--- src/rtl/product_display_pkg.sv ---
// Shared types and constants for the product display back-end:
// widths, FSM encoding and active-low seven-segment patterns.
package product_display_pkg;

  localparam int P_W    = 12;
  localparam int DIGITS = 4;
  localparam int BCD_W  = 4 * DIGITS;

  // Segment order {g,f,e,d,c,b,a}, 0 = lit.
  localparam logic [6:0] SEG_0     = 7'b1000000;
  localparam logic [6:0] SEG_1     = 7'b1111001;
  localparam logic [6:0] SEG_2     = 7'b0100100;
  localparam logic [6:0] SEG_3     = 7'b0110000;
  localparam logic [6:0] SEG_4     = 7'b0011001;
  localparam logic [6:0] SEG_5     = 7'b0010010;
  localparam logic [6:0] SEG_6     = 7'b0000010;
  localparam logic [6:0] SEG_7     = 7'b1111000;
  localparam logic [6:0] SEG_8     = 7'b0000000;
  localparam logic [6:0] SEG_9     = 7'b0010000;
  localparam logic [6:0] SEG_BLANK = 7'b1111111;

  typedef enum logic [1:0] {
    IDLE    = 2'd0,
    CONVERT = 2'd1,
    COMMIT  = 2'd2
  } state_t;

  function automatic logic [6:0] seg_decode(input logic [3:0] d);
    logic [6:0] s;
    case (d)
      4'd0:    s = SEG_0;
      4'd1:    s = SEG_1;
      4'd2:    s = SEG_2;
      4'd3:    s = SEG_3;
      4'd4:    s = SEG_4;
      4'd5:    s = SEG_5;
      4'd6:    s = SEG_6;
      4'd7:    s = SEG_7;
      4'd8:    s = SEG_8;
      4'd9:    s = SEG_9;
      default: s = SEG_BLANK;
    endcase
    return s;
  endfunction

endpackage

--- src/rtl/product_display_bin2bcd_seq.sv ---
// Sequential shift-add-3 converter: 12-bit magnitude to four BCD nibbles.
// The first step is applied on the start edge itself (adding 3 to a
// cleared BCD field is a no-op), so the result is ready 12 edges later.
module bin2bcd_seq
  import product_display_pkg::*;
(
  input  logic             clk,
  input  logic             reset,
  input  logic             start,
  input  logic [P_W-1:0]   mag,
  output logic [BCD_W-1:0] bcd,
  output logic             valid
);

  localparam int SR_W = BCD_W + P_W;

  logic [SR_W-1:0] sr_p0;
  logic [3:0]      bit_cnt;
  logic            busy;

  function automatic logic [SR_W-1:0] dabble_step(input logic [SR_W-1:0] s);
    logic [SR_W-1:0] t;
    t = s;
    for (int i = 0; i < DIGITS; i++) begin
      if (t[P_W+4*i +: 4] >= 4'd5)
        t[P_W+4*i +: 4] = t[P_W+4*i +: 4] + 4'd3;
    end
    return t << 1;
  endfunction

  always_ff @(posedge clk or negedge reset) begin
    if (!reset) begin
      busy    <= 1'b0;
      bit_cnt <= 4'd0;
      valid   <= 1'b0;
    end else begin
      valid <= 1'b0;
      if (start) begin
        busy    <= 1'b1;
        bit_cnt <= 4'd1;
      end else if (busy) begin
        bit_cnt <= bit_cnt + 4'd1;
        if (bit_cnt == 4'(P_W - 1)) begin
          busy  <= 1'b0;
          valid <= 1'b1;
        end
      end
    end
  end

  // Shift stage: {bcd, mag} register
  always_ff @(posedge clk) begin
    if (start)
      sr_p0 <= dabble_step({{BCD_W{1'b0}}, mag});
    else if (busy)
      sr_p0 <= dabble_step(sr_p0);
  end

  assign bcd = sr_p0[SR_W-1 -: BCD_W];

endmodule

--- src/rtl/product_display.sv ---
// Captures a signed product, converts it to BCD and scans it onto a
// 4-digit common-anode seven-segment display with a separate sign LED.
module product_display
  import product_display_pkg::*;
#(
  parameter int REFRESH_DIV = 50000,
  parameter int BLANK_LZ    = 1
) (
  input  logic           clk,
  input  logic           reset,
  input  logic [P_W-1:0] p_in,
  input  logic           p_valid,
  output logic           in_ready,
  output logic           done,
  output logic           neg,
  output logic [3:0]     an,
  output logic [6:0]     seg
);

  localparam int RC_W = (REFRESH_DIV > 2) ? $clog2(REFRESH_DIV) : 1;
  localparam logic [RC_W-1:0] RC_LAST = RC_W'(REFRESH_DIV - 1);

  state_t                  state;
  logic                    sign_q;
  logic signed [P_W-1:0]   p_s;
  logic        [P_W-1:0]   mag;
  logic                    start;
  logic                    commit;
  logic        [BCD_W-1:0] bcd;
  logic                    bcd_valid;
  logic        [BCD_W-1:0] disp_q;
  logic        [BCD_W-1:0] disp_nxt;
  logic        [RC_W-1:0]  ref_cnt;
  logic                    wrap;
  logic        [1:0]       idx;
  logic        [1:0]       idx_nxt;
  logic        [3:0]       nib;
  logic                    blank;
  logic        [6:0]       seg_nxt;
  logic        [3:0]       an_nxt;

  // -2048 negates to itself, whose unsigned reading is the wanted 2048.
  assign p_s    = p_in;
  assign mag    = p_s[P_W-1] ? $unsigned(-p_s) : p_in;
  assign start  = (state == IDLE) && in_ready && p_valid;
  assign commit = (state == COMMIT);
  assign wrap   = (ref_cnt == RC_LAST);

  bin2bcd_seq u_bin2bcd (
    .clk   (clk),
    .reset (reset),
    .start (start),
    .mag   (mag),
    .bcd   (bcd),
    .valid (bcd_valid)
  );

  always_ff @(posedge clk) begin
    if (start)
      sign_q <= p_in[P_W-1];
  end

  always_ff @(posedge clk or negedge reset) begin
    if (!reset) begin
      state    <= IDLE;
      in_ready <= 1'b1;
      done     <= 1'b0;
      neg      <= 1'b0;
      disp_q   <= '0;
    end else begin
      done <= 1'b0;
      case (state)
        IDLE: begin
          if (start) begin
            in_ready <= 1'b0;
            state    <= CONVERT;
          end else begin
            in_ready <= 1'b1;
          end
        end
        CONVERT: begin
          if (bcd_valid)
            state <= COMMIT;
        end
        COMMIT: begin
          disp_q <= bcd;
          neg    <= sign_q && (bcd != '0);
          done   <= 1'b1;
          state  <= IDLE;
        end
        default: state <= IDLE;
      endcase
    end
  end

  // Look ahead to the committed digits and next index so a new value and
  // an index wrap landing on the same edge are both reflected at once.
  always_comb begin
    disp_nxt = commit ? bcd : disp_q;
    idx_nxt  = wrap ? idx + 2'd1 : idx;
    nib      = disp_nxt[4*idx_nxt +: 4];
    blank    = 1'b0;
    if (BLANK_LZ != 0) begin
      case (idx_nxt)
        2'd1:    blank = (disp_nxt[15:4]  == 12'd0);
        2'd2:    blank = (disp_nxt[15:8]  == 8'd0);
        2'd3:    blank = (disp_nxt[15:12] == 4'd0);
        default: blank = 1'b0;
      endcase
    end
    seg_nxt = blank ? SEG_BLANK : seg_decode(nib);
    an_nxt  = ~(4'b0001 << idx_nxt);
  end

  // Scan stage: registered digit enable and segment drive
  always_ff @(posedge clk or negedge reset) begin
    if (!reset) begin
      ref_cnt <= '0;
      idx     <= 2'd0;
      an      <= 4'b1111;
      seg     <= SEG_BLANK;
    end else begin
      ref_cnt <= wrap ? '0 : ref_cnt + 1'b1;
      idx     <= idx_nxt;
      an      <= an_nxt;
      seg     <= seg_nxt;
    end
  end

endmodule

--- config.mk ---
export PLATFORM = sky130hd
export DESIGN_NAME = product_display
export DESIGN_NICKNAME = d
export VERILOG_FILES = /design/src/rtl/product_display_pkg.sv /design/src/rtl/product_display_bin2bcd_seq.sv /design/src/rtl/product_display.sv
export SDC_FILE = /design/constraint.sdc
export NUM_CORES = 1
export LEC_CHECK = 0
export ABC_AREA = 1
export BUFFER_PORTS_ARGS = -buffer_cell sky130_fd_sc_hd__buf_2
export CAP_MARGIN = 20
export CORE_ASPECT_RATIO = 1.75
export CORE_MARGIN = 4
export CORE_UTILIZATION = 40
export CTS_BUF_LIST = sky130_fd_sc_hd__clkbuf_16
export CTS_CLUSTER_SIZE = 20
export DETAILED_ROUTE_END_ITERATION = 10
export HOLD_SLACK_MARGIN = 0.05
export PLACE_DENSITY_LB_ADDON = 0.05
export SLEW_MARGIN = 0
export SYNTH_ARGS = -nofsm -noshare
export SYNTH_HDL_FRONTEND = slang
export SYNTH_SLANG_ARGS = --single-unit
export TNS_END_PERCENT = 30
--- constraint.sdc ---
create_clock -name clk -period 3.05 [get_ports clk]
set_input_delay 0.7625 -clock clk [delete_from_list [all_inputs] [get_ports clk]]
set_output_delay 0.7625 -clock clk [all_outputs]
set_load 0.03 [all_outputs]
==> results.yml, run 1 <==
synthesis:
  ys_ff_latch: 84
  synthesis.nets: 565
  yosys.cell_types.count: 46
  synth_area_sq_um: 4560
  synth_top_area_share: 0.241
  synthArstFlopShare: 0.667
  synth_edf_count: 13
  synth.avg_cell_area_sq_um: 8.59
  yosys_warnings: 0
  yosysSeqAreaShare: 0.462
  syn_inst: 531
  synth_area_leaders: "dfrtp_1 24%, edfxtp_1 8.6%, inv_1 7.2%"
  ys.flop_type: "dfrtp_1"
  yosys.area.top_type: "dfrtp_1"
critical_path:
  r2r_start: "ref_cnt[0]"
  crit_required_ns: 3.31
  worst-setup-path-type: "register to register"
  setup.worst_path.end_class: "register"
  cp_max_fo: 9
  timing.rr.end: "seg[5]"
  cp-start-kind: "register"
  reg2regPathDepth: 15
  worst_ep_arrival_time_ns: 2.61
  reg2reg_slack_ns: 0.71
finish:
  most-common-layout-cells: "90 x inv_1, 83 x nand2_1, 44 x dfrtp_1, 40 x nand3_1, 36 x nor2_1"
  area.growth.synth_to_final_pct: 13.0
  stdcell_area_sq_um: 5150
  fillers: 1118
  drive_gt1_frac: 0.183
  layout.nets: 602
  final_common_cell: "inv_1"
  antenna-diode-count: 0
floorplan:
  pin_count: 29
  coreArea_sq_um: 11200
  die-area_sq_um: 13200
  rows: 51
  die_w_microns: 88.7
  chipHeight_microns: 149
  initial_core_util: 0.408
run_status:
  outcome: "complete, no violations"
timing:
  grt_setup_unrepaired: "false"
  fin_setup_tns_ns: 0
  fin_skew_ns: 0.00660
  final-hold-violation-count: 0
  maxSlewHeadroom: 0.563
  setup_viol: 0
  fmax_mhz: 427
  slew_viol_final: 0
  period_needed_ns: 2.34
  worstMarginPinSlew_ns: 0.655
  period_share: 0.768
clock_network:
  htree_num_levels: 3
  cts_tree: "yes"
  clkTransAtPathRegs_ns: 0.06
  clk_latency_ns: 0.34
  hold_buffers: 0
  post_cts.repair.setup_buffers: 0
  ctsRootBufferMaster: "clkbuf_16"
  clockBufferDepth: 2
  cts.sinks: 84
  cts_made_buffers: 9
  cts_resized: 0
power_and_ir_drop:
  comb_power_share: 0.347
  pwr_density_cell_nw_per_um2: 823
  sw_frac_of_total: 0.370
  power.leakage_nw: 2.42
  p_seq_frac: 0.401
  irDropWorstVdd_mv: 0.380
  switching_power_mw: 1.57
  clockPowerShare: 0.252
  p_int_mw: 2.67
detailed_routing:
  drtPass1Iterations: 4
  viasPerCell: 5.00
  drc: 0
  antenna_left: 0
  drtIter0Drc: 126
  totalWireLength_mm: 10.3
  num_vias: 3525
  routedWlPerCell_microns: 14.6
global_routing:
  grt_max_degree: 33
  grt_pass1_wl_mm: 17.5
  grt_usage: 0.175
  grt_pass1_vias: 3671
  grt_overflow: 0
  grt_antenna_before_repair: 0
placement:
  place_area_sq_um: 4870
  portBuffers: 28
  place_congestion: 0.844
  dp_hpwl_mm: 8.06
job:
  cap_violations: 0
worst_hold_path:
  hold_class: "primary input to async pin"
-- cell type report --
class / count / area (sq um) / share of cell area
Clock buffer: 9 / 225 / 0.0437
Timing Repair Buffer: 34 / 198 / 0.0384
Clock inverter: 7 / 60.1 / 0.0117
Inverter: 93 / 352 / 0.0682
Tap cell: 132 / 165 / 0.0320
Multi-Input combinational cell: 346 / 2050 / 0.397
Sequential cell: 84 / 2110 / 0.409
-- cells in the mapped netlist (2+ instances only) --
library cell and n:
nor2_2 4, o21ai_0 35, nand2_1 83, xor2_1 13
nand3_2 7, nand3_4 2, nor2_1 36, a21oi_1 21
dfrtp_1 44, nand2_2 11, nand2_8 2, inv_2 4
nand4_1 9, xnor2_1 4, nor3_1 8, o32ai_1 3
nor4_1 3, clkbuf_1 4, buf_4 2, ha_1 19
o31ai_1 4, o211ai_1 4, edfxtp_1 13, o22ai_1 4
or2_2 6, inv_1 88, a31oi_1 3, nor3b_1 3
dfxtp_1 15, o21ai_1 7, dfstp_2 12, nand3_1 40
nand2_4 5
-- sequential cells by signal, indices dropped and copies added, names as in the netlist, 2 cells and up --
name               cells
seg                    7
u_bin2bcd.sr_p0       27
disp_q                16
state                  2
idx                    2
an                     4
u_bin2bcd.bit_cnt      4
ref_cnt               16
-- power groups by stage --
stage               sequential (mW)  clock [mW]  combinational, mW
floorplan                      1.75           0               1.02
global placement               1.71           0               1.47
detailed placement             1.71           0               1.50
CTS                            1.70        1.10               1.51
global route                   1.74        1.15               1.71
finish                         1.70        1.07               1.47
-- how the worst max path moves through the flow --
stage                           start                  end  depth (start not counted)
after floorplan               p_valid  u_bin2bcd.sr_p0[10]                          5
after global placement     ref_cnt[0]               seg[5]                         15
after detailed placement   ref_cnt[0]               seg[5]                         15
after CTS                  ref_cnt[0]               seg[5]                         15
after global routing      ref_cnt[11]               seg[0]                         15
final                      ref_cnt[0]               seg[5]                         15
-- layer usage --
layer	wire, microns	global-route usage	vias to the layer above
li1	-	-	1813
met5	0	0	-
met2	5950	0.341	55
met1	3820	0.173	1643
met4	252	0.0673	0
met3	278	0.0315	14
-- through the flow --
stage	utilization	worst slack (ns)	hold WS, ns	power (mW)	std cells
floorplan	-	0.974	0.433	2.77	531
global placement	0.436	0.727	0.445	3.19	689
detailed placement	0.436	0.673	0.457	3.22	689
CTS	0.462	0.653	0.465	4.30	705
global route	0.462	0.406	0.481	4.59	705
finish	0.462	0.708	0.446	4.24	705
-- cells by family after synthesis --
group,share of synthesized area
AND/OR/NAND/NOR,0.255
flip-flops,0.462
adder cells (fa/ha/maj),0.0521
AO/OA/AOI/OAI,0.109
buffers and inverters,0.0892
XOR/XNOR,0.0326
-- worst max-delay path, cell delays in order, from the launching register on --
cell     delay (ns)
dfrtp_1        0.36
ha_1           0.21
nand3_2        0.14
nor2_2         0.21
nand2_4        0.13
nand2_2        0.09
nand2_4        0.10
inv_4          0.13
nand3_1        0.11
nand2_1        0.17
inv_1          0.09
ha_1           0.18
inv_1          0.05
nand3_1        0.11
nand3_1        0.11
nand3_1        0.07
Note: power is estimated with default switching activity, not from simulation.
==> run 2, diff against run 1 <==
--- a/config.mk
+++ b/config.mk
@@ -5,7 +5,7 @@
 export SDC_FILE = /design/constraint.sdc
 export NUM_CORES = 1
 export LEC_CHECK = 0
-export ABC_AREA = 1
+export ABC_AREA = 0
 export BUFFER_PORTS_ARGS = -buffer_cell sky130_fd_sc_hd__buf_2
 export CAP_MARGIN = 20
 export CORE_ASPECT_RATIO = 1.75
==> constraint.sdc (replaced) <==
create_clock -name clk -period 2.05 [get_ports clk]
set_input_delay 0.5125 -clock clk [delete_from_list [all_inputs] [get_ports clk]]
set_output_delay 0.5125 -clock clk [all_outputs]
set_load 0.03 [all_outputs]
==> results.yml, run 2 <==
clock_network:
  clkTransAtPathRegs_ns: 0.07
  clockBufferDepth: 2
  cts_made_buffers: 9
  ctsRootBufferMaster: "clkbuf_16"
  clk_latency_ns: 0.34
  cts.sinks: 84
  cts_tree: "yes"
  htree_num_levels: 3
  hold_buffers: 0
critical_path:
  cp_max_fo: 4
  timing.rr.end: "seg[3]"
  setup.worst_path.end_class: "register"
  worst-setup-path-type: "register to register"
  crit_required_ns: 2.30
  r2r_start: "ref_cnt[7]"
  worstSetupStartpoint: "ref_cnt[7]"
  worst_ep_arrival_time_ns: 2.66
  cp-start-kind: "register"
  reg2reg_slack_ns: -0.35
  reg2regPathDepth: 10
  crit_end: "seg[3]"
global_routing:
  grt_overflow: 0
  grt_usage: 0.179
  grt_pass1_vias: 3974
  grt_pass1_wl_mm: 19.1
  grt_antenna_before_repair: 0
  grt_max_degree: 22
  busiest_layer: "met2"
  met3_usage: 0.0273
  met2_usage: 0.373
  use_met1: 0.160
synthesis:
  synth_edf_count: 13
  ys.flop_type: "dfrtp_1"
  synth_common_cells: "50 x nand2_1, 44 x dfrtp_1, 37 x nor2_1, 28 x o21ai_0, 26 x a211oi_1"
  synthesis.nets: 507
  ys_ff_latch: 84
  yosys_warnings: 0
  synth_area_sq_um: 4690
  yosys.area.top_type: "dfrtp_1"
  synth_top_area_share: 0.235
  yosysSeqAreaShare: 0.449
  syn_inst: 473
  synth.most_common_cell: "nand2_1"
  synth_area_leaders: "dfrtp_1 23%, edfxtp_1 8.3%, dfstp_2 6.7%"
  yosys.cell_types.count: 59
  synthArstFlopShare: 0.667
  synth.avg_cell_area_sq_um: 9.92
run_status:
  violations: "setup timing"
  outcome: "finished with violations"
detailed_routing:
  totalWireLength_mm: 11.4
  viasPerCell: 5.27
  drtPass1Iterations: 4
  antenna_left: 0
  num_vias: 3789
  drc: 0
  drtIter0Drc: 78
  routedWlPerCell_microns: 15.8
power_and_ir_drop:
  power.leakage_nw: 2.93
  irDropWorstVdd_mv: 0.556
  pwr_density_cell_nw_per_um2: 1170
floorplan:
  die_w_microns: 89.9
  pin_count: 29
  die-area_sq_um: 13600
  rows: 52
  chipHeight_microns: 151
  coreArea_sq_um: 11500
  initial_core_util: 0.408
finish:
  antenna-diode-count: 0
  area.growth.synth_to_final_pct: 29.1
  most-common-layout-cells: "86 x buf_4, 49 x nand2_1, 44 x dfrtp_1, 37 x nor2_1"
  utilization: 0.526
  layout.nets: 613
  top_register: "u_bin2bcd.sr_p0"
  seq_area_sq_um: 2110
  fillers: 1062
  reg_top3: "u_bin2bcd.sr_p0 (27), disp_q (16), ref_cnt (16)"
  drive_gt1_frac: 0.315
  multiInputGateArea_sq_um: 2510
  largest_reg_flops: 27
  final_common_cell: "buf_4"
  stdcell_area_sq_um: 6060
placement:
  place_area_sq_um: 5570
  dp_hpwl_mm: 8.96
  portBuffers: 28
  place_congestion: 0.822
timing:
  setup_ws_ns: -0.351
  maxSlewHeadroom: 0.659
  grt_setup_unrepaired: "true"
  fin_skew_ns: 0.00990
  worstMarginPinSlew_ns: 0.511
  period_share: 1.17
  setup_viol: 10
  hold_slack_ns: 0.132
  fmax_mhz: 417
  period_needed_ns: 2.40
  slew_viol_final: 0
  fin_setup_tns_ns: -2.57
  final-hold-violation-count: 0
worst_hold_path:
  hold_class: "primary input to async pin"
job:
  cap_violations: 0
==> run 2: power breakdown <==
part           switching, mW  internal, mW
clock                  0.696          1.14
sequential             0.330          2.28
combinational           1.46          1.19
total                   2.49          4.60
==> run 2: kinds of logic (layout without fill, tap and decap cells) <==
kind of cell,after synthesis,in the layout,share of synthesized area
AOI/OAI and AO/OA,100,100,0.136
DFF,84,84,0.449
muxes,27,27,0.0629
buffers and inverters,42,153,0.0386
adders and majority gates,19,19,0.0506
and+or+nand+nor,167,167,0.197
xor gates and xnor gates,34,34,0.0650
==> run 2: how the worst min path moves through the flow <==
| stage | to | start |
|---|---|---|
| 2_1_floorplan | disp_q[0] | reset |
| 3_3_place_gp | neg | neg |
| 3_5_place_dp | neg | neg |
| 4_1_cts | ref_cnt[10] | reset |
| 5_1_grt | ref_cnt[10] | reset |
| 6_report | ref_cnt[10] | reset |
==> run 2: per-layer routing <==
layer | wire (microns) | share of wire | vias to the layer above
met2 | 6780 | 0.60 | 54
met1 | 3920 | 0.34 | 1822
met3 | 252 | 0.022 | 26
met4 | 427 | 0.038 | 0
met5 | 0 | 0 | -
li1 | - | - | 1887
==> run 2: area by class of cell <==
| type | count | area share |
|---|---|---|
| flip-flops and latches | 84 | 0.348 |
| multi-input cells | 347 | 0.415 |
| repair buffers | 118 | 0.143 |
| well taps | 135 | 0.0279 |
| clock inverters | 6 | 0.0140 |
| clock buffers | 10 | 0.0413 |
| inverters | 19 | 0.0118 |
==> run 2: metrics by stage <==
stage                     worst slack (ns)  instances  power [mW]
after global routing                -0.498        719        7.62
after detailed placement            -0.619        695        5.24
after global placement              -0.561        695        5.18
after CTS                           -0.363        717        7.15
final                               -0.351        719        7.09
after floorplan                     -0.496        473        4.30
==> run 2: worst max-delay path: stages, from the launching register on <==
cell and delay (ns):
dfrtp_1 0.41, nor4b_4 0.30, buf_4 0.16, nand4_4 0.12
mux2_4 0.34, a2111oi_4 0.37, inv_2 0.11, ha_4 0.28
inv_2 0.02, mux2i_1 0.12, a21oi_1 0.08
==> run 2: what timing repair did <==
action	in CTS	in global routing
pin swaps	7	7
gates resized for setup	15	8
setup buffers	6	2
setup endpoints to repair	10	10
